--- src/rtl/fpu_pkg.sv ---
// Shared types for the FPU issue/hazard controller: pipeline depth,
// register index width, in-flight entry layout and issue FSM states.
package fpu_pkg;

  localparam int NSTAGE = 4;
  localparam int REG_W  = 5;

  typedef struct packed {
    logic             v;
    logic             wr;
    logic [REG_W-1:0] rd;
    logic [1:0]       lat;
  } entry_t;

  typedef enum logic [1:0] {
    IDLE     = 2'd0,
    DIV_WAIT = 2'd1,
    RELEASE  = 2'd2
  } state_t;

  localparam entry_t BUBBLE = '0;

  // idx is the zero-based stage index (stage k -> k-1).
  function automatic logic fwd_ok(entry_t e, logic [1:0] idx);
    return e.v & e.wr & (idx >= e.lat);
  endfunction

endpackage

--- src/rtl/fpu_issue_ctrl_if.sv ---
// Issue-side bundle between FPU decode (master) and the issue controller (slave).
// Handshake: an instruction is accepted at a rising edge iff issue_valid and issue_ready are both high in that cycle.
interface fpu_issue_ctrl_if;
  import fpu_pkg::*;

  logic             issue_valid;
  logic [REG_W-1:0] issue_rd;
  logic             issue_wr;
  logic [1:0]       issue_lat;
  logic             issue_div;
  logic [REG_W-1:0] issue_rsa;
  logic [REG_W-1:0] issue_rsb;
  logic             use_a;
  logic             use_b;
  logic             div_done;
  logic             flush;
  logic             issue_ready;
  logic [REG_W-1:0] rdi_buf_1;
  logic [REG_W-1:0] rdi_buf_2;
  logic [REG_W-1:0] rdi_buf_3;
  logic [REG_W-1:0] rdi_buf_4;
  logic             legal_1;
  logic             legal_2;
  logic             legal_3;
  logic             legal_4;
  logic             div_busy;
  state_t           dbg_state;

  modport master (
    output issue_valid, issue_rd, issue_wr, issue_lat, issue_div,
           issue_rsa, issue_rsb, use_a, use_b, div_done, flush,
    input  issue_ready, rdi_buf_1, rdi_buf_2, rdi_buf_3, rdi_buf_4,
           legal_1, legal_2, legal_3, legal_4, div_busy, dbg_state
  );

  modport slave (
    input  issue_valid, issue_rd, issue_wr, issue_lat, issue_div,
           issue_rsa, issue_rsb, use_a, use_b, div_done, flush,
    output issue_ready, rdi_buf_1, rdi_buf_2, rdi_buf_3, rdi_buf_4,
           legal_1, legal_2, legal_3, legal_4, div_busy, dbg_state
  );

endinterface

--- src/rtl/fpu_hazard_chk.sv ---
// Read-after-write check for one source register against the in-flight entries.
// Index 0 is stage1 (youngest); the youngest matching writer decides.
module fpu_hazard_chk
  import fpu_pkg::*;
(
  input  logic [REG_W-1:0]        src_i,
  input  logic                    use_i,
  input  entry_t [NSTAGE-1:0]     ent_i,
  output logic                    pending_o
);

  logic hit;

  // Scan oldest to youngest so a younger match overrides an older one.
  always_comb begin
    hit = 1'b0;
    for (int k = NSTAGE - 1; k >= 0; k--) begin
      if (ent_i[k].v && ent_i[k].wr && (ent_i[k].rd == src_i)) begin
        hit = (2'(k) < ent_i[k].lat);
      end
    end
    pending_o = hit & use_i;
  end

endmodule

--- src/rtl/fpu_issue_ctrl.sv ---
// FPU issue controller: tracks in-flight destinations, stalls on unresolved
// RAW hazards and parks long-latency divides in stage1 until div_done.
module fpu_issue_ctrl
  import fpu_pkg::*;
(
  input  logic            clk,
  input  logic            rstn,
  fpu_issue_ctrl_if.slave bus
);

  entry_t [NSTAGE-1:0] ent_q, ent_d;
  state_t              state_q, state_d;
  entry_t              new_ent;
  entry_t              released;
  logic                pending_a, pending_b;
  logic                accept;

  fpu_hazard_chk u_chk_a (
    .src_i     (bus.issue_rsa),
    .use_i     (bus.use_a),
    .ent_i     (ent_q),
    .pending_o (pending_a)
  );

  fpu_hazard_chk u_chk_b (
    .src_i     (bus.issue_rsb),
    .use_i     (bus.use_b),
    .ent_i     (ent_q),
    .pending_o (pending_b)
  );

  assign bus.issue_ready = !pending_a && !pending_b && (state_q == IDLE) && !bus.flush;
  assign accept          = bus.issue_valid && bus.issue_ready;

  always_comb begin
    state_d      = state_q;
    ent_d        = ent_q;
    new_ent.v    = 1'b1;
    new_ent.wr   = bus.issue_wr;
    new_ent.rd   = bus.issue_rd;
    // A parked divide must never look forwardable while it waits.
    new_ent.lat  = bus.issue_div ? 2'd3 : bus.issue_lat;
    released     = ent_q[0];
    released.lat = 2'd0;
    case (state_q)
      IDLE: begin
        ent_d = {ent_q[NSTAGE-2:0], BUBBLE};
        if (accept) begin
          ent_d[0] = new_ent;
          if (bus.issue_div) state_d = DIV_WAIT;
        end
      end
      DIV_WAIT: begin
        ent_d = {ent_q[NSTAGE-2:1], BUBBLE, ent_q[0]};
        if (bus.div_done) state_d = RELEASE;
      end
      RELEASE: begin
        ent_d   = {ent_q[NSTAGE-2:1], released, BUBBLE};
        state_d = IDLE;
      end
      default: state_d = IDLE;
    endcase
    if (bus.flush) begin
      ent_d   = '0;
      state_d = IDLE;
    end
  end

  always_ff @(posedge clk or negedge rstn) begin
    if (!rstn) begin
      ent_q   <= '0;
      state_q <= IDLE;
    end else begin
      ent_q   <= ent_d;
      state_q <= state_d;
    end
  end

  assign bus.rdi_buf_1 = ent_q[0].v ? ent_q[0].rd : '0;
  assign bus.rdi_buf_2 = ent_q[1].v ? ent_q[1].rd : '0;
  assign bus.rdi_buf_3 = ent_q[2].v ? ent_q[2].rd : '0;
  assign bus.rdi_buf_4 = ent_q[3].v ? ent_q[3].rd : '0;
  assign bus.legal_1   = fwd_ok(ent_q[0], 2'd0);
  assign bus.legal_2   = fwd_ok(ent_q[1], 2'd1);
  assign bus.legal_3   = fwd_ok(ent_q[2], 2'd2);
  assign bus.legal_4   = fwd_ok(ent_q[3], 2'd3);
  assign bus.div_busy  = (state_q != IDLE);
  assign bus.dbg_state = state_q;

endmodule

--- src/flat_wrapper.sv ---
// flat-port wrapper written by rule: the top's interface ports become plain ports
module fpu_issue_ctrl_flat import fpu_pkg::*;
  (clk, rstn, bus_issue_valid, bus_issue_rd, bus_issue_wr, bus_issue_lat, bus_issue_div, bus_issue_rsa, bus_issue_rsb, bus_use_a, bus_use_b, bus_div_done, bus_flush, bus_issue_ready, bus_rdi_buf_1, bus_rdi_buf_2, bus_rdi_buf_3, bus_rdi_buf_4, bus_legal_1, bus_legal_2, bus_legal_3, bus_legal_4, bus_div_busy, bus_dbg_state);
  fpu_issue_ctrl_if bus_i ();
  input  logic clk;
  input  logic rstn;
  input wire logic [$bits(bus_i.issue_valid)-1:0] bus_issue_valid;
  input wire logic [$bits(bus_i.issue_rd)-1:0] bus_issue_rd;
  input wire logic [$bits(bus_i.issue_wr)-1:0] bus_issue_wr;
  input wire logic [$bits(bus_i.issue_lat)-1:0] bus_issue_lat;
  input wire logic [$bits(bus_i.issue_div)-1:0] bus_issue_div;
  input wire logic [$bits(bus_i.issue_rsa)-1:0] bus_issue_rsa;
  input wire logic [$bits(bus_i.issue_rsb)-1:0] bus_issue_rsb;
  input wire logic [$bits(bus_i.use_a)-1:0] bus_use_a;
  input wire logic [$bits(bus_i.use_b)-1:0] bus_use_b;
  input wire logic [$bits(bus_i.div_done)-1:0] bus_div_done;
  input wire logic [$bits(bus_i.flush)-1:0] bus_flush;
  output wire logic [$bits(bus_i.issue_ready)-1:0] bus_issue_ready;
  output wire logic [$bits(bus_i.rdi_buf_1)-1:0] bus_rdi_buf_1;
  output wire logic [$bits(bus_i.rdi_buf_2)-1:0] bus_rdi_buf_2;
  output wire logic [$bits(bus_i.rdi_buf_3)-1:0] bus_rdi_buf_3;
  output wire logic [$bits(bus_i.rdi_buf_4)-1:0] bus_rdi_buf_4;
  output wire logic [$bits(bus_i.legal_1)-1:0] bus_legal_1;
  output wire logic [$bits(bus_i.legal_2)-1:0] bus_legal_2;
  output wire logic [$bits(bus_i.legal_3)-1:0] bus_legal_3;
  output wire logic [$bits(bus_i.legal_4)-1:0] bus_legal_4;
  output wire logic [$bits(bus_i.div_busy)-1:0] bus_div_busy;
  output wire logic [$bits(bus_i.dbg_state)-1:0] bus_dbg_state;
  assign bus_i.issue_valid = bus_issue_valid;
  assign bus_i.issue_rd = bus_issue_rd;
  assign bus_i.issue_wr = bus_issue_wr;
  assign bus_i.issue_lat = bus_issue_lat;
  assign bus_i.issue_div = bus_issue_div;
  assign bus_i.issue_rsa = bus_issue_rsa;
  assign bus_i.issue_rsb = bus_issue_rsb;
  assign bus_i.use_a = bus_use_a;
  assign bus_i.use_b = bus_use_b;
  assign bus_i.div_done = bus_div_done;
  assign bus_i.flush = bus_flush;
  assign bus_issue_ready = bus_i.issue_ready;
  assign bus_rdi_buf_1 = bus_i.rdi_buf_1;
  assign bus_rdi_buf_2 = bus_i.rdi_buf_2;
  assign bus_rdi_buf_3 = bus_i.rdi_buf_3;
  assign bus_rdi_buf_4 = bus_i.rdi_buf_4;
  assign bus_legal_1 = bus_i.legal_1;
  assign bus_legal_2 = bus_i.legal_2;
  assign bus_legal_3 = bus_i.legal_3;
  assign bus_legal_4 = bus_i.legal_4;
  assign bus_div_busy = bus_i.div_busy;
  assign bus_dbg_state = bus_i.dbg_state;
  fpu_issue_ctrl u_core (.clk(clk), .rstn(rstn), .bus(bus_i));
endmodule
--- config.mk ---
export PLATFORM = sky130hd
export DESIGN_NAME = fpu_issue_ctrl_flat
export DESIGN_NICKNAME = d
export VERILOG_FILES = /design/src/rtl/fpu_pkg.sv /design/src/rtl/fpu_issue_ctrl_if.sv /design/src/rtl/fpu_hazard_chk.sv /design/src/rtl/fpu_issue_ctrl.sv /design/src/flat_wrapper.sv
export SDC_FILE = /design/constraint.sdc
export NUM_CORES = 1
export LEC_CHECK = 0
export ABC_CLOCK_PERIOD_IN_PS = 4600
export BUFFER_PORTS_ARGS = -buffer_cell sky130_fd_sc_hd__clkbuf_2
export CAP_MARGIN = 5
export CORE_MARGIN = 3
export CORE_UTILIZATION = 30
export DETAILED_ROUTE_END_ITERATION = 10
export MAX_ROUTING_LAYER = met4
export SYNTH_ARGS = -nofsm -noshare
export SYNTH_HDL_FRONTEND = slang
export SYNTH_SLANG_ARGS = --single-unit
--- constraint.sdc ---
create_clock -name clk -period 4.6 [get_ports clk]
set_clock_uncertainty 0.2 [all_clocks]
set_input_delay 1.38 -clock clk [delete_from_list [all_inputs] [get_ports clk]]
set_output_delay 1.38 -clock clk [all_outputs]
set_load 0.005 [all_outputs]
==> results of run 1 <==
-- state kept, by name, indices dropped and copies added (netlist names) --
signal / flops
u_core.ent_q: 34
u_core.bus.dbg_state: 2
-- synthesized netlist by cell type (all sizes together) (3+ instances only) --
master,n
dfrtp,36
and2,21
xnor2,18
nand3,5
xor2,12
a21oi,3
a32o,6
clkbuf,8
o31ai,3
nand2b,12
o21ai,18
or2b,4
a22o,10
inv,4
nand4,5
nor4,6
nand2,24
ha,4
nor2,7
-- final timing paths --
check                                        startpoint                            to
setup / recovery                       bus_issue_rsa[4]               bus_issue_ready
hold / removal             u_core.ent_q[29]$_DFFE_PN0P_  u_core.ent_q[29]$_DFFE_PN0P_
setup reg to reg           u_core.ent_q[15]$_DFFE_PN0P_   u_core.ent_q[7]$_DFFE_PN0P_
hold reg to reg            u_core.ent_q[29]$_DFFE_PN0P_  u_core.ent_q[29]$_DFFE_PN0P_
max in group asynchronous                          rstn   u_core.ent_q[7]$_DFFE_PN0P_
min in group asynchronous                          rstn  u_core.ent_q[34]$_DFFE_PN0P_
-- per-layer routing --
layer	global-route usage [%]	wire, µm	up-vias
li1	-	-	907
met1	20.6	2730	876
met4	3.77	43	0
met3	2.98	299	5
met2	21.2	2560	59
met5	-	0	-
-- power groups by stage --
stage / Sequential (mW) / Combinational, mW / Clock, mW
2_1_floorplan: 0.388 / 0.216 / 0
6_report: 0.403 / 0.309 / 0.227
5_1_grt: 0.411 / 0.346 / 0.245
3_3_place_gp: 0.409 / 0.311 / 0
4_1_cts: 0.403 / 0.310 / 0.234
3_5_place_dp: 0.409 / 0.309 / 0
-- cell usage in the layout (no fill, tap or decap), types with 2 or more instances in the layout --
master,netlist,final
dfrtp_1,36,36
clkbuf_8,0,5
a22o_1,10,10
a21oi_1,3,3
nand3_1,5,5
or2b_1,4,4
nor4_1,5,5
inv_1,4,4
nor2_1,7,7
o21a_1,2,2
xnor2_1,17,17
o21ai_0,18,18
nand2b_1,12,12
and2_1,20,20
clkinv_2,0,2
nand2_1,24,24
nor2b_1,2,2
a32o_1,6,6
ha_1,4,4
buf_4,0,4
clkbuf_2,0,53
nand4_1,5,5
or2_2,2,2
xor2_1,12,12
o31ai_1,3,3
-- cell type report --
type / count / area (µm²)
Clock buffer: 5 / 68.8
Clock inverter: 3 / 18.8
Fill cell: 727 / 4280
Inverter: 4 / 15.0
Multi-Input combinational cell: 178 / 1240
Sequential cell: 36 / 901
Tap cell: 96 / 120
Timing Repair Buffer: 57 / 295
-- critical path: stages --
cell      delay [ns]
clkbuf_2        0.12
xor2_1          0.17
nor4_1          0.42
a2111o_1        0.26
a31oi_4         0.09
nor4_1          0.30
clkbuf_2        0.19
-- cells by family after synthesis --
family                     after synthesis  synth area share (%)
AOI/OAI and AO/OA                       49                  17.0
xor gates and xnor gates                30                  12.4
adders and majority gates                4                  2.29
buffers and inverters                   13                  2.23
DFF                                     36                  41.2
and+or+nand+nor                         95                  24.9
-- per-stage QoR --
step	setup WS, ns	instance area [µm²]	power (mW)	util (%)	hold slack, ns
detailed placement	0.0829	2580	0.718	37.1	0.269
global route	0.000724	2660	1.00	38.4	0.313
floorplan	0.547	2190	0.605	-	0.242
finish	0.0951	2660	0.939	38.4	0.277
global placement	0.0845	2580	0.720	37.1	0.256
CTS	0.0762	2660	0.948	38.4	0.286
==> results.sh, run 1 <==
export IMPL_outcome="finished, final reports clean"
export IMPL_yosysWarnings=0
export IMPL_synthArstFlopShare_pct=100
export IMPL_pwr_share_clk_pct=24.2
export IMPL_netlist_top_cell_by_area="dfrtp_1"
export IMPL_vias=1847
export IMPL_portBuffers=53
export IMPL_clock_sinks=36
export IMPL_combPwrFrac_pct=32.9
export IMPL_setup_viol=0
export IMPL_gp_congestion=0.905
export IMPL_synthFlopType="dfrtp_1"
export IMPL_drt_wl_total_um=5640
export IMPL_grt_overflow=0
export IMPL_die_width_um=91.4
export IMPL_fmax_mhz=222
export IMPL_maxCapViolCount=0
export IMPL_tightest_slew_ns=1.01
export IMPL_postCtsResizedCells=0
export IMPL_grt_max_degree=44
export IMPL_grt_pass1_vias=1824
export IMPL_critPathMaxFanout=3
export IMPL_r2r_worst_path_cells=7
export IMPL_root_buffer="clkbuf_8"
export IMPL_ant_nets=0
export IMPL_power_internal_mw=0.579
export IMPL_post_route_min_period_ns=4.50
export IMPL_place_inst=371
export IMPL_ff2ff_setup_slack_ns=2.22
export IMPL_netSwitchingPower_mw=0.360
export IMPL_nets=312
export IMPL_swShare_pct=38.3
export IMPL_rsz0062_at_grt="no"
export IMPL_critPathLaunchType="input pin"
export IMPL_grt_use_total_pct=14.5
export IMPL_synth_top_area_share_pct=41.2
export IMPL_antenna_cells=0
export IMPL_clk_pin_slew_ns=0.08
export IMPL_clock_latency_ns=0.29
export IMPL_p_leak_nw=1.20
export IMPL_drc=0
export IMPL_start_util_pct=31.5
export IMPL_synthCells=227
export IMPL_drive_above_1_share_pct=26.5
export IMPL_min_period_over_period_pct=97.9
export IMPL_syn_nets=257
export IMPL_ir_drop_v=0.000188
export IMPL_worstSetupEndpointType="primary output"
export IMPL_cts_tree="done"
export IMPL_drt_first_pass_iters=5
export IMPL_chipHeight_um=91.4
export IMPL_holdPathStages=2
export IMPL_syn_area_per_cell_um2=9.63
export IMPL_cts_path_max_buffers=2
export IMPL_final_setup_tns_ns=0
export IMPL_crit_type="input pin to primary output"
export IMPL_hpwl_um=4230
export IMPL_slew_limit_headroom_pct=32.1
export IMPL_grt_first_pass_wirelength_um=9450
export IMPL_yosys_cell_types_count=40
export IMPL_boundaryPins=54
export IMPL_dieArea_um2=8350
export IMPL_hold_viol=0
export IMPL_cts_buffers=5
export IMPL_ctsHoldBuffers=0
export IMPL_worstPathArrival_ns=2.92
export IMPL_synth_area_um2=2190
export IMPL_seq_area_frac_synth_pct=41.2
export IMPL_power_share_sequential_pct=42.9
export IMPL_cp_required_ns=3.02
export IMPL_synth_top_cells_by_area="dfrtp_1 (41%), xnor2_1 (6.8%), and2_1 (5.7%), xor2_1 (4.8%), o21ai_0 (4.1%)"
export IMPL_antenna_found_initial=0
export IMPL_synthToLayoutAreaGrowth_pct=21.9
export IMPL_slew_violations=0
export IMPL_htreeDepth=2
export IMPL_power_density_nw_per_um2=353
export IMPL_worstHoldPathType="flip-flop to flip-flop"
export IMPL_stdcell_count=379
export IMPL_synth_edf_count=0
export IMPL_cts_setup_buffers=0
export IMPL_drt_iter0_drc=104
export IMPL_viasPerCell=4.87
export IMPL_ys_ff_latch=36
export IMPL_wl_per_cell_um=14.9
export IMPL_rows=30
export IMPL_core_area_um2=6940
No activity file was read; power rests on OpenSTA's default activity.
==> run 2, diff against run 1 <==
--- a/config.mk
+++ b/config.mk
@@ -11,6 +11,7 @@
 export CORE_MARGIN = 3
 export CORE_UTILIZATION = 30
 export DETAILED_ROUTE_END_ITERATION = 10
+export GPL_TIMING_DRIVEN = 0
 export MAX_ROUTING_LAYER = met4
 export SYNTH_ARGS = -nofsm -noshare
 export SYNTH_HDL_FRONTEND = slang
==> results.sh, run 2 (synthesized netlist as in run 1, its figures left out) <==
export IMPL_outcome="finished, final reports clean"
export IMPL_die_width_um=91.4
export IMPL_rows=30
export IMPL_path_cells="clkbuf_2 -> xnor2_1 -> nand4_1 -> o311a_1 -> o21ba_4 -> nor4_1 -> clkbuf_2"
export IMPL_antenna_cells=0
export IMPL_largest_reg_flops=34
export IMPL_htreeDepth=2
export IMPL_vias=1872
export IMPL_place_area_um2=2570
export IMPL_grt_first_pass_wirelength_um=9700
export IMPL_maxCapViolCount=0
export IMPL_boundaryPins=54
export IMPL_drc=0
export IMPL_drive_above_1_share_pct=25.0
export IMPL_root_buffer="clkbuf_8"
export IMPL_chipHeight_um=91.4
export IMPL_cts_setup_buffers=0
export IMPL_crit_type="input pin to primary output"
export IMPL_viasPerCell=4.88
export IMPL_clock_latency_ns=0.30
export IMPL_grt_pass1_vias=1911
export IMPL_layout_common_cells="clkbuf_2 (53), dfrtp_1 (36), nand2_1 (24), and2_1 (20), o21ai_0 (18)"
export IMPL_slew_violations=0
export IMPL_final_common_cell="clkbuf_2"
export IMPL_start_util_pct=31.5
export IMPL_clk_pin_slew_ns=0.07
export IMPL_stdcell_count=384
export IMPL_ir_drop_v=0.000132
export IMPL_setup_viol=0
export IMPL_cp_slowest_cell="o311a_1"
export IMPL_final_area_um2=2670
export IMPL_rsz0062_at_grt="no"
export IMPL_cts_path_max_buffers=2
export IMPL_dieArea_um2=8350
export IMPL_critPathMaxFanout=6
export IMPL_final_setup_tns_ns=0
export IMPL_worstSetupEndpointType="primary output"
export IMPL_tightest_slew_ns=0.897
export IMPL_slew_limit_headroom_pct=40.2
export IMPL_clock_sinks=36
export IMPL_place_inst=376
export IMPL_power_density_nw_per_um2=357
export IMPL_cts_tree="done"
export IMPL_hold_viol=0
export IMPL_totalPowerFinal_mw=0.954
export IMPL_cp_required_ns=3.02
export IMPL_largest_register="u_core.ent_q"
export IMPL_portBuffers=53
export IMPL_min_period_over_period_pct=96.1
export IMPL_holdPathStages=2
export IMPL_grt_use_total_pct=14.9
export IMPL_core_area_um2=6940
export IMPL_grt_max_degree=37
export IMPL_post_route_min_period_ns=4.42
export IMPL_crit_top_cell="clkbuf_2"
export IMPL_ctsHoldBuffers=0
export IMPL_antenna_found_initial=0
export IMPL_drt_wl_total_um=5800
export IMPL_fmax_mhz=226
export IMPL_worstHoldPathType="flip-flop to flip-flop"
export IMPL_drt_first_pass_iters=4
export IMPL_hpwl_um=4380
export IMPL_r2r_worst_path_cells=5
export IMPL_cts_buffers=5
export IMPL_wl_per_cell_um=15.1
export IMPL_max_stage_delay_ns=0.38
export IMPL_worstPathArrival_ns=2.84
export IMPL_nets=317
export IMPL_synthToLayoutAreaGrowth_pct=22.2
export IMPL_gp_congestion=0.860
export IMPL_holdWs_ns=0.277
export IMPL_critPathLaunchType="input pin"
export IMPL_drt_iter0_drc=95
export IMPL_p_leak_nw=1.20
export IMPL_grt_overflow=0
export IMPL_ant_nets=0
run 2: worst paths after layout:
check	start	slack (ns)	to
max in group asynchronous	rstn	2.64	u_core.ent_q[6]$_DFFE_PN0P_
worst min register to register	u_core.ent_q[29]$_DFFE_PN0P_	0.28	u_core.ent_q[29]$_DFFE_PN0P_
min in group asynchronous	rstn	0.99	u_core.ent_q[31]$_DFFE_PN0P_
worst max-delay path	bus_issue_rsb[3]	0.18	bus_issue_ready
worst max register to register	u_core.bus.dbg_state[1]$_DFFE_PN0P_	2.06	u_core.ent_q[33]$_DFFE_PN0P_
worst min-delay path	u_core.ent_q[29]$_DFFE_PN0P_	0.28	u_core.ent_q[29]$_DFFE_PN0P_
run 2: layer usage:
metal | GRT usage (%) | routed length [µm] | up-vias
met4 | 5.03 | 51 | 0
met5 | - | 0 | -
met3 | 3.48 | 303 | 6
met1 | 19.6 | 2850 | 890
li1 | - | - | 921
met2 | 22.5 | 2600 | 55
run 2: what timing repair did:
action / CTS / global route
endpoints found under the setup margin: 0 / 1
hold endpoints to repair: 0 / 0
resized for setup: 0 / 1
run 2: cell type report:
cell class	instances	area [µm²]
multi-input cells	178	1240
clock buffers	6	82.6
plain buffers	9	33.8
clock inverters	2	10.0
inverters	4	15.0
flip-flops and latches	36	901
well taps	96	120
repair buffers	53	265
fillers	736	4270
run 2: power breakdown:
group / total (mW) / internal [mW] / switching, mW
clock: 0.238 / 0.120 / 0.118
combinational: 0.320 / 0.123 / 0.197
sequential: 0.396 / 0.351 / 0.0449
total: 0.954 / 0.593 / 0.360
run 2: worst max-delay path: cells and delay by family:
kind | cells | cell delay [ns]
simple gates | 2 | 0.38
compound gates | 2 | 0.61
xor+xnor | 1 | 0.18
buf+inv | 2 | 0.29
run 2: metrics by stage:
step / worst slack (ns) / util [%]
finish: 0.181 / 38.5
global route: 0.0363 / 38.5
CTS: 0.113 / 38.4
detailed placement: 0.123 / 37.0
global placement: 0.114 / 37.0
floorplan: 0.547 / -
==> run 3, diff against run 2 <==
--- a/config.mk
+++ b/config.mk
@@ -15,4 +15,5 @@
 export MAX_ROUTING_LAYER = met4
 export SYNTH_ARGS = -nofsm -noshare
 export SYNTH_HDL_FRONTEND = slang
+export SYNTH_HIERARCHICAL = 1
 export SYNTH_SLANG_ARGS = --single-unit
==> results.sh, run 3 <==
export IMPL_outcome="finished, final reports clean"
export IMPL_wl_per_cell_um=15.2
export IMPL_setup_viol=0
export IMPL_dieArea_um2=8570
export IMPL_holdWs_ns=0.272
export IMPL_min_period_over_period_pct=97.8
export IMPL_clock_sinks=36
export IMPL_grt_use_total_pct=15.1
export IMPL_seqCellArea_um2=901
export IMPL_synthCells=234
export IMPL_grt_overflow=0
export IMPL_power_internal_mw=0.573
export IMPL_fin_util_pct=38.9
export IMPL_ir_drop_v=0.000113
export IMPL_boundaryPins=54
export IMPL_maxCapViolCount=0
export IMPL_htreeDepth=2
export IMPL_post_route_min_period_ns=4.50
export IMPL_grt_first_pass_wirelength_um=9870
export IMPL_core_area_um2=7020
export IMPL_die_width_um=92.6
export IMPL_layout_common_cells="clkbuf_2 (53), dfrtp_1 (36), nand2_1 (23), and2_1 (21)"
export IMPL_swShare_pct=34.9
export IMPL_final_setup_tns_ns=0
export IMPL_netSwitchingPower_mw=0.307
export IMPL_portBuffers=53
export IMPL_critPathLaunchType="input pin"
export IMPL_root_buffer="clkbuf_8"
export IMPL_pwr_share_clk_pct=26.7
export IMPL_drt_iter0_drc=60
export IMPL_yosysWarnings=6
export IMPL_postCtsResizedCells=0
export IMPL_start_util_pct=32.0
export IMPL_crit_start="bus_issue_rsa[1]"
export IMPL_critPathMaxFanout=3
export IMPL_tightest_slew_ns=0.934
export IMPL_vias=1892
export IMPL_crit_type="input pin to primary output"
export IMPL_worstSetupEndpointType="primary output"
export IMPL_rsz0062_at_grt="no"
export IMPL_clk_pin_slew_ns=0.07
export IMPL_syn_area_per_cell_um2=9.61
export IMPL_synthToLayoutAreaGrowth_pct=21.5
export IMPL_ff2ff_setup_slack_ns=1.94
export IMPL_grt_max_degree=37
export IMPL_slew_limit_headroom_pct=37.7
export IMPL_grt_pass1_vias=1966
export IMPL_cp_required_ns=3.02
export IMPL_viasPerCell=4.84
export IMPL_rr_endpoint="u_core/bus.dbg_state[0]$_DFFE_PN0P_"
export IMPL_worstPathArrival_ns=2.92
export IMPL_cts_buffers=5
export IMPL_fmax_mhz=222
export IMPL_nets=323
export IMPL_power_share_sequential_pct=44.0
export IMPL_clock_latency_ns=0.29
export IMPL_cp_endpoint="bus_issue_ready"
export IMPL_hold_viol=0
export IMPL_drc=0
export IMPL_min_from="u_core/ent_q[31]$_DFFE_PN0P_"
export IMPL_combPwrFrac_pct=29.3
export IMPL_fill_cells=741
export IMPL_slew_violations=0
export IMPL_worstReg2RegStart="u_core/ent_q[15]$_DFFE_PN0P_"
export IMPL_cts_tree="done"
export IMPL_largest_reg_flops=34
export IMPL_largest_register="u_core/ent_q"
export IMPL_worstHoldPathType="flip-flop to flip-flop"
export IMPL_antenna_found_initial=0
export IMPL_syn_nets=263
export IMPL_drt_wl_total_um=5940
export IMPL_hpwl_um=4490
export IMPL_multiInputGateArea_um2=1270
export IMPL_final_common_cell="clkbuf_2"
export IMPL_gp_congestion=0.788
export IMPL_drt_first_pass_iters=4
export IMPL_antenna_cells=0
export IMPL_p_leak_nw=1.26
export IMPL_r2r_worst_path_cells=7
export IMPL_synth_area_um2=2250
export IMPL_cts_path_max_buffers=2
export IMPL_ctsHoldBuffers=0
export IMPL_rows=30
export IMPL_drive_above_1_share_pct=26.4
export IMPL_power_density_nw_per_um2=322
export IMPL_cts_setup_buffers=0
export IMPL_ant_nets=0
export IMPL_chipHeight_um=92.6
run 3: layout make-up:
| cell class | count | area share, % |
|---|---|---|
| Clock buffer | 6 | 3.02 |
| Multi-Input combinational cell | 181 | 46.5 |
| Buffer | 10 | 2.11 |
| Tap cell | 96 | 4.39 |
| Clock inverter | 2 | 0.366 |
| Sequential cell | 36 | 33.0 |
| Inverter | 7 | 0.961 |
| Timing Repair Buffer | 53 | 9.70 |
run 3: power groups by stage:
stage	Sequential (mW)	Combinational, mW	Clock [mW]
finish	0.387	0.258	0.235
global route	0.393	0.290	0.258
CTS	0.387	0.261	0.242
detailed placement	0.394	0.259	0
global placement	0.392	0.257	0
floorplan	0.379	0.179	0
run 3: how the worst min path moves through the flow:
stage                                         endpoint  slack [ns]  cells past startpoint
after CTS                 u_core/ent_q[31]$_DFFE_PN0P_        0.28                      2
after global routing      u_core/ent_q[30]$_DFFE_PN0P_        0.31                      2
after global placement    u_core/ent_q[32]$_DFFE_PN0P_        0.26                      2
after detailed placement  u_core/ent_q[31]$_DFFE_PN0P_        0.26                      2
after floorplan           u_core/ent_q[29]$_DFFE_PN0P_        0.24                      2
final                     u_core/ent_q[31]$_DFFE_PN0P_        0.27                      2
run 3: critical path: stages:
cell	delay (ns)
clkbuf_2	0.14
xnor2_1	0.14
and3_4	0.18
a2111o_1	0.41
a31oi_1	0.41
nor3_1	0.12
clkbuf_2	0.13
run 3: through the flow:
stage | cell area (µm²) | setup slack [ns] | std cells | power (mW)
floorplan | 2250 | 0.532 | 234 | 0.557
global placement | 2640 | 0.135 | 383 | 0.650
detailed placement | 2640 | 0.115 | 383 | 0.653
CTS | 2730 | 0.106 | 391 | 0.890
global route | 2730 | 0.00460 | 391 | 0.940
finish | 2730 | 0.103 | 391 | 0.880
run 3: metal layers:
metal / global-route usage [%] / vias up / routed length (µm)
met5: - / - / 0
met4: 3.71 / 0 / 65
met3: 2.76 / 8 / 342
met2: 23.7 / 63 / 2620
met1: 20.1 / 890 / 2910
li1: - / 931 / -
